**config.mk**
```make
export PLATFORM = sky130hd
export DESIGN_NAME = serial_frame_transmitter_flat
export DESIGN_NICKNAME = d
export VERILOG_FILES = /design/src/rtl/serial_frame_transmitter_if.sv /design/src/rtl/serial_frame_transmitter.sv /design/src/flat_wrapper.sv
export SDC_FILE = /design/constraint.sdc
export NUM_CORES = 1
export LEC_CHECK = 0
export CORE_AREA = 2 2 39 41
export CTS_BUF_LIST = sky130_fd_sc_hd__clkbuf_4 sky130_fd_sc_hd__clkbuf_8
export DETAILED_ROUTE_END_ITERATION = 10
export DIE_AREA = 0 0 41 43
export DONT_BUFFER_PORTS = 1
export GPL_TIMING_DRIVEN = 0
export PLACE_DENSITY = 0.83
export SLEW_MARGIN = 0
export SYNTH_ARGS = -nofsm -noshare
export SYNTH_HDL_FRONTEND = slang
export SYNTH_SLANG_ARGS = --single-unit
```
**constraint.sdc**
```tcl
create_clock -name input_clock1_clk_1 -period 2.15 [get_ports input_clock1_clk_1]
set_clock_uncertainty 0.2 [all_clocks]
set_input_delay 0.215 -clock input_clock1_clk_1 [delete_from_list [all_inputs] [get_ports input_clock1_clk_1]]
set_output_delay 0.215 -clock input_clock1_clk_1 [all_outputs]
set_load 0.005 [all_outputs]
```
**src/rtl/serial_frame_transmitter_if.sv**
```systemverilog
// Bundle of the start/data request and tx/busy/done status signals
// exchanged between a frame source (master) and the transmitter (slave).
interface serial_frame_transmitter_if #(
    parameter int WIDTH = 8
);
    logic             input_push_button3_start_3;
    logic [WIDTH-1:0] input_switch4_data_4;
    logic             output_led1_tx_5;
    logic             output_led2_busy_6;
    logic             output_led3_done_7;

    modport master (
        output input_push_button3_start_3,
        output input_switch4_data_4,
        input  output_led1_tx_5,
        input  output_led2_busy_6,
        input  output_led3_done_7
    );

    modport slave (
        input  input_push_button3_start_3,
        input  input_switch4_data_4,
        output output_led1_tx_5,
        output output_led2_busy_6,
        output output_led3_done_7
    );
endinterface

```
**src/rtl/serial_frame_transmitter.sv**
```systemverilog
// Parallel-in, serial-out frame transmitter. Sends start bit (0), WIDTH data
// bits MSB first, an optional even-parity bit and a stop bit (1), each bit
// held for BIT_CYCLES clocks. tx, busy and done are all registered; their
// next values are derived from the next state so a bit appears on tx on the
// same edge its state is entered.
module serial_frame_transmitter #(
    parameter int WIDTH      = 8,
    parameter int BIT_CYCLES = 1,
    parameter int PARITY_EN  = 0
) (
    input  logic                       input_clock1_clk_1,
    input  logic                       input_push_button2_rst_n_2,
    serial_frame_transmitter_if.slave  bus
);
    localparam int CW = (BIT_CYCLES > 1) ? $clog2(BIT_CYCLES) : 1;
    localparam int BW = $clog2(WIDTH);
    localparam logic [CW-1:0] CYC_LAST = CW'(BIT_CYCLES - 1);
    localparam logic [BW-1:0] BIT_LAST = BW'(WIDTH - 1);

    typedef enum logic [2:0] {
        IDLE   = 3'd0,
        START  = 3'd1,
        DATA   = 3'd2,
        PARITY = 3'd3,
        STOP   = 3'd4
    } state_t;

    state_t           state_r,  state_s;
    logic [WIDTH-1:0] shift_r,  shift_s;
    logic             parity_r, parity_s;
    logic [CW-1:0]    cyc_r,    cyc_s;
    logic [BW-1:0]    bit_r,    bit_s;
    logic             tx_r,     tx_s;
    logic             busy_r,   busy_s;
    logic             done_r,   done_s;
    logic             bit_end_s;
    logic             start_s;
    logic [WIDTH-1:0] data_s;

    // Even parity over the data word: the bit that makes the total count of ones even.
    function automatic logic even_parity(input logic [WIDTH-1:0] word);
        return ^word;
    endfunction

    assign start_s   = bus.input_push_button3_start_3;
    assign data_s    = bus.input_switch4_data_4;
    assign bit_end_s = (cyc_r == CYC_LAST);

    // Next-state, counter and shift-register logic plus next registered outputs.
    always_comb begin
        state_s  = state_r;
        shift_s  = shift_r;
        parity_s = parity_r;
        cyc_s    = cyc_r;
        bit_s    = bit_r;
        done_s   = 1'b0;
        tx_s     = 1'b1;
        busy_s   = 1'b0;

        case (state_r)
            IDLE: begin
                if (start_s) begin
                    shift_s  = data_s;
                    parity_s = even_parity(data_s);
                    cyc_s    = {CW{1'b0}};
                    bit_s    = {BW{1'b0}};
                    state_s  = START;
                end else begin
                    state_s  = IDLE;
                end
            end
            START: begin
                if (bit_end_s) begin
                    cyc_s   = {CW{1'b0}};
                    state_s = DATA;
                end else begin
                    cyc_s   = cyc_r + CW'(1);
                end
            end
            DATA: begin
                if (bit_end_s) begin
                    cyc_s   = {CW{1'b0}};
                    shift_s = {shift_r[WIDTH-2:0], 1'b0};
                    if (bit_r == BIT_LAST) begin
                        bit_s   = {BW{1'b0}};
                        state_s = (PARITY_EN != 0) ? PARITY : STOP;
                    end else begin
                        bit_s   = bit_r + BW'(1);
                    end
                end else begin
                    cyc_s   = cyc_r + CW'(1);
                end
            end
            PARITY: begin
                if (bit_end_s) begin
                    cyc_s   = {CW{1'b0}};
                    state_s = STOP;
                end else begin
                    cyc_s   = cyc_r + CW'(1);
                end
            end
            STOP: begin
                if (bit_end_s) begin
                    cyc_s   = {CW{1'b0}};
                    state_s = IDLE;
                    done_s  = 1'b1;
                end else begin
                    cyc_s   = cyc_r + CW'(1);
                end
            end
            default: begin
                state_s = IDLE;
                cyc_s   = {CW{1'b0}};
                bit_s   = {BW{1'b0}};
            end
        endcase

        case (state_s)
            IDLE:    begin tx_s = 1'b1;               busy_s = 1'b0; end
            START:   begin tx_s = 1'b0;               busy_s = 1'b1; end
            DATA:    begin tx_s = shift_s[WIDTH-1];   busy_s = 1'b1; end
            PARITY:  begin tx_s = parity_s;           busy_s = 1'b1; end
            STOP:    begin tx_s = 1'b1;               busy_s = 1'b1; end
            default: begin tx_s = 1'b1;               busy_s = 1'b0; end
        endcase
    end

    // State, datapath and registered outputs; reset aborts any frame in flight.
    always_ff @(posedge input_clock1_clk_1 or negedge input_push_button2_rst_n_2) begin
        if (!input_push_button2_rst_n_2) begin
            state_r  <= IDLE;
            shift_r  <= {WIDTH{1'b0}};
            parity_r <= 1'b0;
            cyc_r    <= {CW{1'b0}};
            bit_r    <= {BW{1'b0}};
            tx_r     <= 1'b1;
            busy_r   <= 1'b0;
            done_r   <= 1'b0;
        end else begin
            state_r  <= state_s;
            shift_r  <= shift_s;
            parity_r <= parity_s;
            cyc_r    <= cyc_s;
            bit_r    <= bit_s;
            tx_r     <= tx_s;
            busy_r   <= busy_s;
            done_r   <= done_s;
        end
    end

    assign bus.output_led1_tx_5   = tx_r;
    assign bus.output_led2_busy_6 = busy_r;
    assign bus.output_led3_done_7 = done_r;
endmodule

```
**src/flat_wrapper.sv**
```systemverilog
// flat-port wrapper written by rule: the top's interface ports become plain ports
module serial_frame_transmitter_flat 
#(
    parameter int WIDTH      = 8,
    parameter int BIT_CYCLES = 1,
    parameter int PARITY_EN  = 0
)
  (input_clock1_clk_1, input_push_button2_rst_n_2, bus_input_push_button3_start_3, bus_input_switch4_data_4, bus_output_led1_tx_5, bus_output_led2_busy_6, bus_output_led3_done_7);
  serial_frame_transmitter_if #(.WIDTH(WIDTH)) bus_i ();
  input  logic input_clock1_clk_1;
  input  logic input_push_button2_rst_n_2;
  input wire logic [$bits(bus_i.input_push_button3_start_3)-1:0] bus_input_push_button3_start_3;
  input wire logic [$bits(bus_i.input_switch4_data_4)-1:0] bus_input_switch4_data_4;
  output wire logic [$bits(bus_i.output_led1_tx_5)-1:0] bus_output_led1_tx_5;
  output wire logic [$bits(bus_i.output_led2_busy_6)-1:0] bus_output_led2_busy_6;
  output wire logic [$bits(bus_i.output_led3_done_7)-1:0] bus_output_led3_done_7;
  assign bus_i.input_push_button3_start_3 = bus_input_push_button3_start_3;
  assign bus_i.input_switch4_data_4 = bus_input_switch4_data_4;
  assign bus_output_led1_tx_5 = bus_i.output_led1_tx_5;
  assign bus_output_led2_busy_6 = bus_i.output_led2_busy_6;
  assign bus_output_led3_done_7 = bus_i.output_led3_done_7;
  serial_frame_transmitter #(.WIDTH(WIDTH), .BIT_CYCLES(BIT_CYCLES), .PARITY_EN(PARITY_EN)) u_core (.input_clock1_clk_1(input_clock1_clk_1), .input_push_button2_rst_n_2(input_push_button2_rst_n_2), .bus(bus_i));
endmodule
```
==> run metrics <==
outcome=finished, final reports clean; Cell Rows=14; Net Count, Synth=94; H-Tree Level Count=1; Port Buffers=0; drt total wl=1440 um; Worst Hold Class=in -> reg; post_cts resized=0; share of post-route cells with drive strength above 1=0.126; # hold bufs at CTS=10; Max stage delay on crit path=a little under 0.4 ns; first drt pass iteration count=4; DP HPWL=926 um; synth unique cells=26; WP data arrival=approximately 1.7 ns; leakage power=about 0.45 nW; Fin Setup TNS=0 ns; Pwr per Cell Area=1260 nW/um^2; Starting Density=0.584; postcts setup bufs=0; Crit-path slowest cell=dfrtp_1; Final nets=109; Residual DRC=0; clk_lat worst skew=0.30 ns; Mapped Area=~810 sq um; maximum fanout along the worst path=10; Die H=43 um; TritonCTS clock tree=built; final setup violation count=0; Cell Chain, Critical Path=buf_6, or2_4, or2_0, buf_2, a22oi_1, nand2_1; Final min period=around 1.7 ns; worst-margin pin slew=slightly above 0.7 ns; Post-Synthesis Cells=81; max-slew violations=0; Critical Path RT=2.14 ns; via count=651; Fillers=96; vias per cell=roughly 5.9; clk sinks=17; f_max=0.600 GHz; worst-case clock buffer depth=2; Seq/Total Area, Yosys=0.528; RePlAce Congestion=around 0.72; Max-slew headroom=0.515; crit path launch type=register; initial antenna violation count=0; diode count=0; maxcap violations=0; average cell area after synthesis=9.98 sq um; Seq cells post-synth=17; total power=1.21 mW; TritonCTS Buffers=3; YS warnings=0; initial DRC count=25; Crit Path Class=reg -> reg; Routed Antenna Nets=0; area share of the largest cell type after synthesis=0.495; Worst setup EP type=register; clk slew on worst S/H paths=0.10 ns; Final Cycle Share=0.775; Worst VDD drop=0.897 mV; CTS root buffer=clkbuf_4; # IOs=14; RSZ-0062 raised after global routing=no; die width=41 um; Final Hold Fails=0; largest area contributor in the netlist=dfrtp_1; largest net degree at the start of global routing=18; Layout area overhead=18.3%; total track usage=0.211; gr ovfl total=0; Die Area=1760 sq um; wire per inst=approximately 13 um; first-pass GRT wire length=2460 um; vias in the first global route=573; core area=between 1000 and 1500 sq um; Area contributors post-synth=dfrtp_1, nand2_1, a22oi_1
[power by group]
group | internal (mW) | leakage, nW | switching [mW]
clock network | 0.0694 | 0.0177 | 0.109
logic | 0.219 | 0.213 | 0.278
registers | 0.459 | 0.215 | 0.0741
[final cells by class]
class / instances / area, sq um / area share
buffer: 4 / 26.3 / 0.0275
clock buffer: 3 / 22.5 / 0.0236
clock inverter: 1 / 5.00 / 0.00524
inverter: 2 / 7.51 / 0.00785
multi-input combinational: 58 / 348 / 0.364
sequential: 17 / 427 / 0.446
tap: 16 / 20.0 / 0.0209
timing repair buffer: 10 / 100 / 0.105
[worst max-delay path, delay by kind of cell (launching register included)]
kind | cells | cell delay, ns
DFF | 1 | 0.39
buffers and inverters | 2 | 0.29
and+or+nand+nor | 3 | 0.53
AOI/OAI and AO/OA | 1 | 0.14
[cell usage after synthesis (all sizes together)]
master  instances
nand2          18
dfrtp          16
a22oi           7
nor2            6
o21ai           5
buf             4
nand2b          3
nor3            3
a21oi           2
a32oi           2
ha              2
inv             2
nor3b           2
or2             2
a22o            1
a31oi           1
dfstp           1
mux2i           1
nor2b           1
o21bai          1
o22a            1
[layer usage]
layer / share of wire / up-vias / routed length, um / global-route usage
met2: 0.47 / 23 / 681 / 0.294
met1: 0.43 / 315 / 623 / 0.281
li1: - / 309 / - / -
met5: 0 / - / 0 / 0
met4: 0.034 / 0 / 49 / 0.160
met3: 0.056 / 4 / 81 / 0.0366
[worst paths after layout]
check                                                     from                                       to  slack (ns)  cells past startpoint
worst min register to register   u_core.shift_r[2]$_DFFE_PN0P_            u_core.shift_r[2]$_DFFE_PN0P_        0.31                      2
max in group asynchronous           input_push_button2_rst_n_2  u_core.bus.output_led3_done_7$_DFF_PN0_        1.10                      1
min in group asynchronous           input_push_button2_rst_n_2              u_core.shift_r[7]$_DFF_PN0_        0.20                      1
worst max-delay path               u_core.state_r[2]$_DFF_PN0_            u_core.shift_r[4]$_DFFE_PN0P_        0.48                      6
worst max register to register     u_core.state_r[2]$_DFF_PN0_            u_core.shift_r[4]$_DFFE_PN0P_        0.48                      6
worst min-delay path            bus_input_push_button3_start_3              u_core.state_r[0]$_DFF_PN0_        0.02                      2
[cell usage in the layout, fill, tap and decap left out, drive strengths merged, types with 2 or more instances in the layout]
cell type and count:
nor3b 2, nor2 6, inv 2, a22oi 7
dlygate4sd3 10, ha 2, o21ai 5, nand2 18
nor3 3, clkbuf 3, nand2b 3, a21oi 2
dfrtp 16, a32oi 2, or2 2, buf 4
[cells by family (layout without fill, tap and decap cells)]
| logic type | count (synthesis) | after routing | synth area share |
|---|---|---|---|
| and+or+nand+nor | 35 | 35 | 0.218 |
| DFF | 17 | 17 | 0.528 |
| adders and majority gates | 2 | 2 | 0.0310 |
| AOI/OAI and AO/OA | 20 | 20 | 0.169 |
| buffers and inverters | 6 | 20 | 0.0418 |
| muxes | 1 | 1 | 0.0124 |
[flip-flops by register name, summed over array words and instances (netlist names)]
| signal | flops |
|---|---|
| u_core.bus.output_led1_tx_5 | 1 |
| u_core.shift_r | 8 |
| u_core.bus.output_led2_busy_6 | 1 |
| u_core.bus.output_led3_done_7 | 1 |
| u_core.bit_r | 3 |
| u_core.state_r | 3 |
[per-stage QoR]
step                      hold WS [ns]   util  cell area, sq um  setup slack (ns)  cells
after global placement          -0.280  0.599               828             0.524     97
after detailed placement        -0.280  0.599               828             0.493     97
after CTS                       0.0161  0.691               956             0.475    111
after floorplan                 -0.281      -               808             0.585     81
final                           0.0161  0.691               956             0.484    111
after global routing            0.0588  0.691               956             0.361    111
Note: power is estimated with default switching activity, not from simulation.
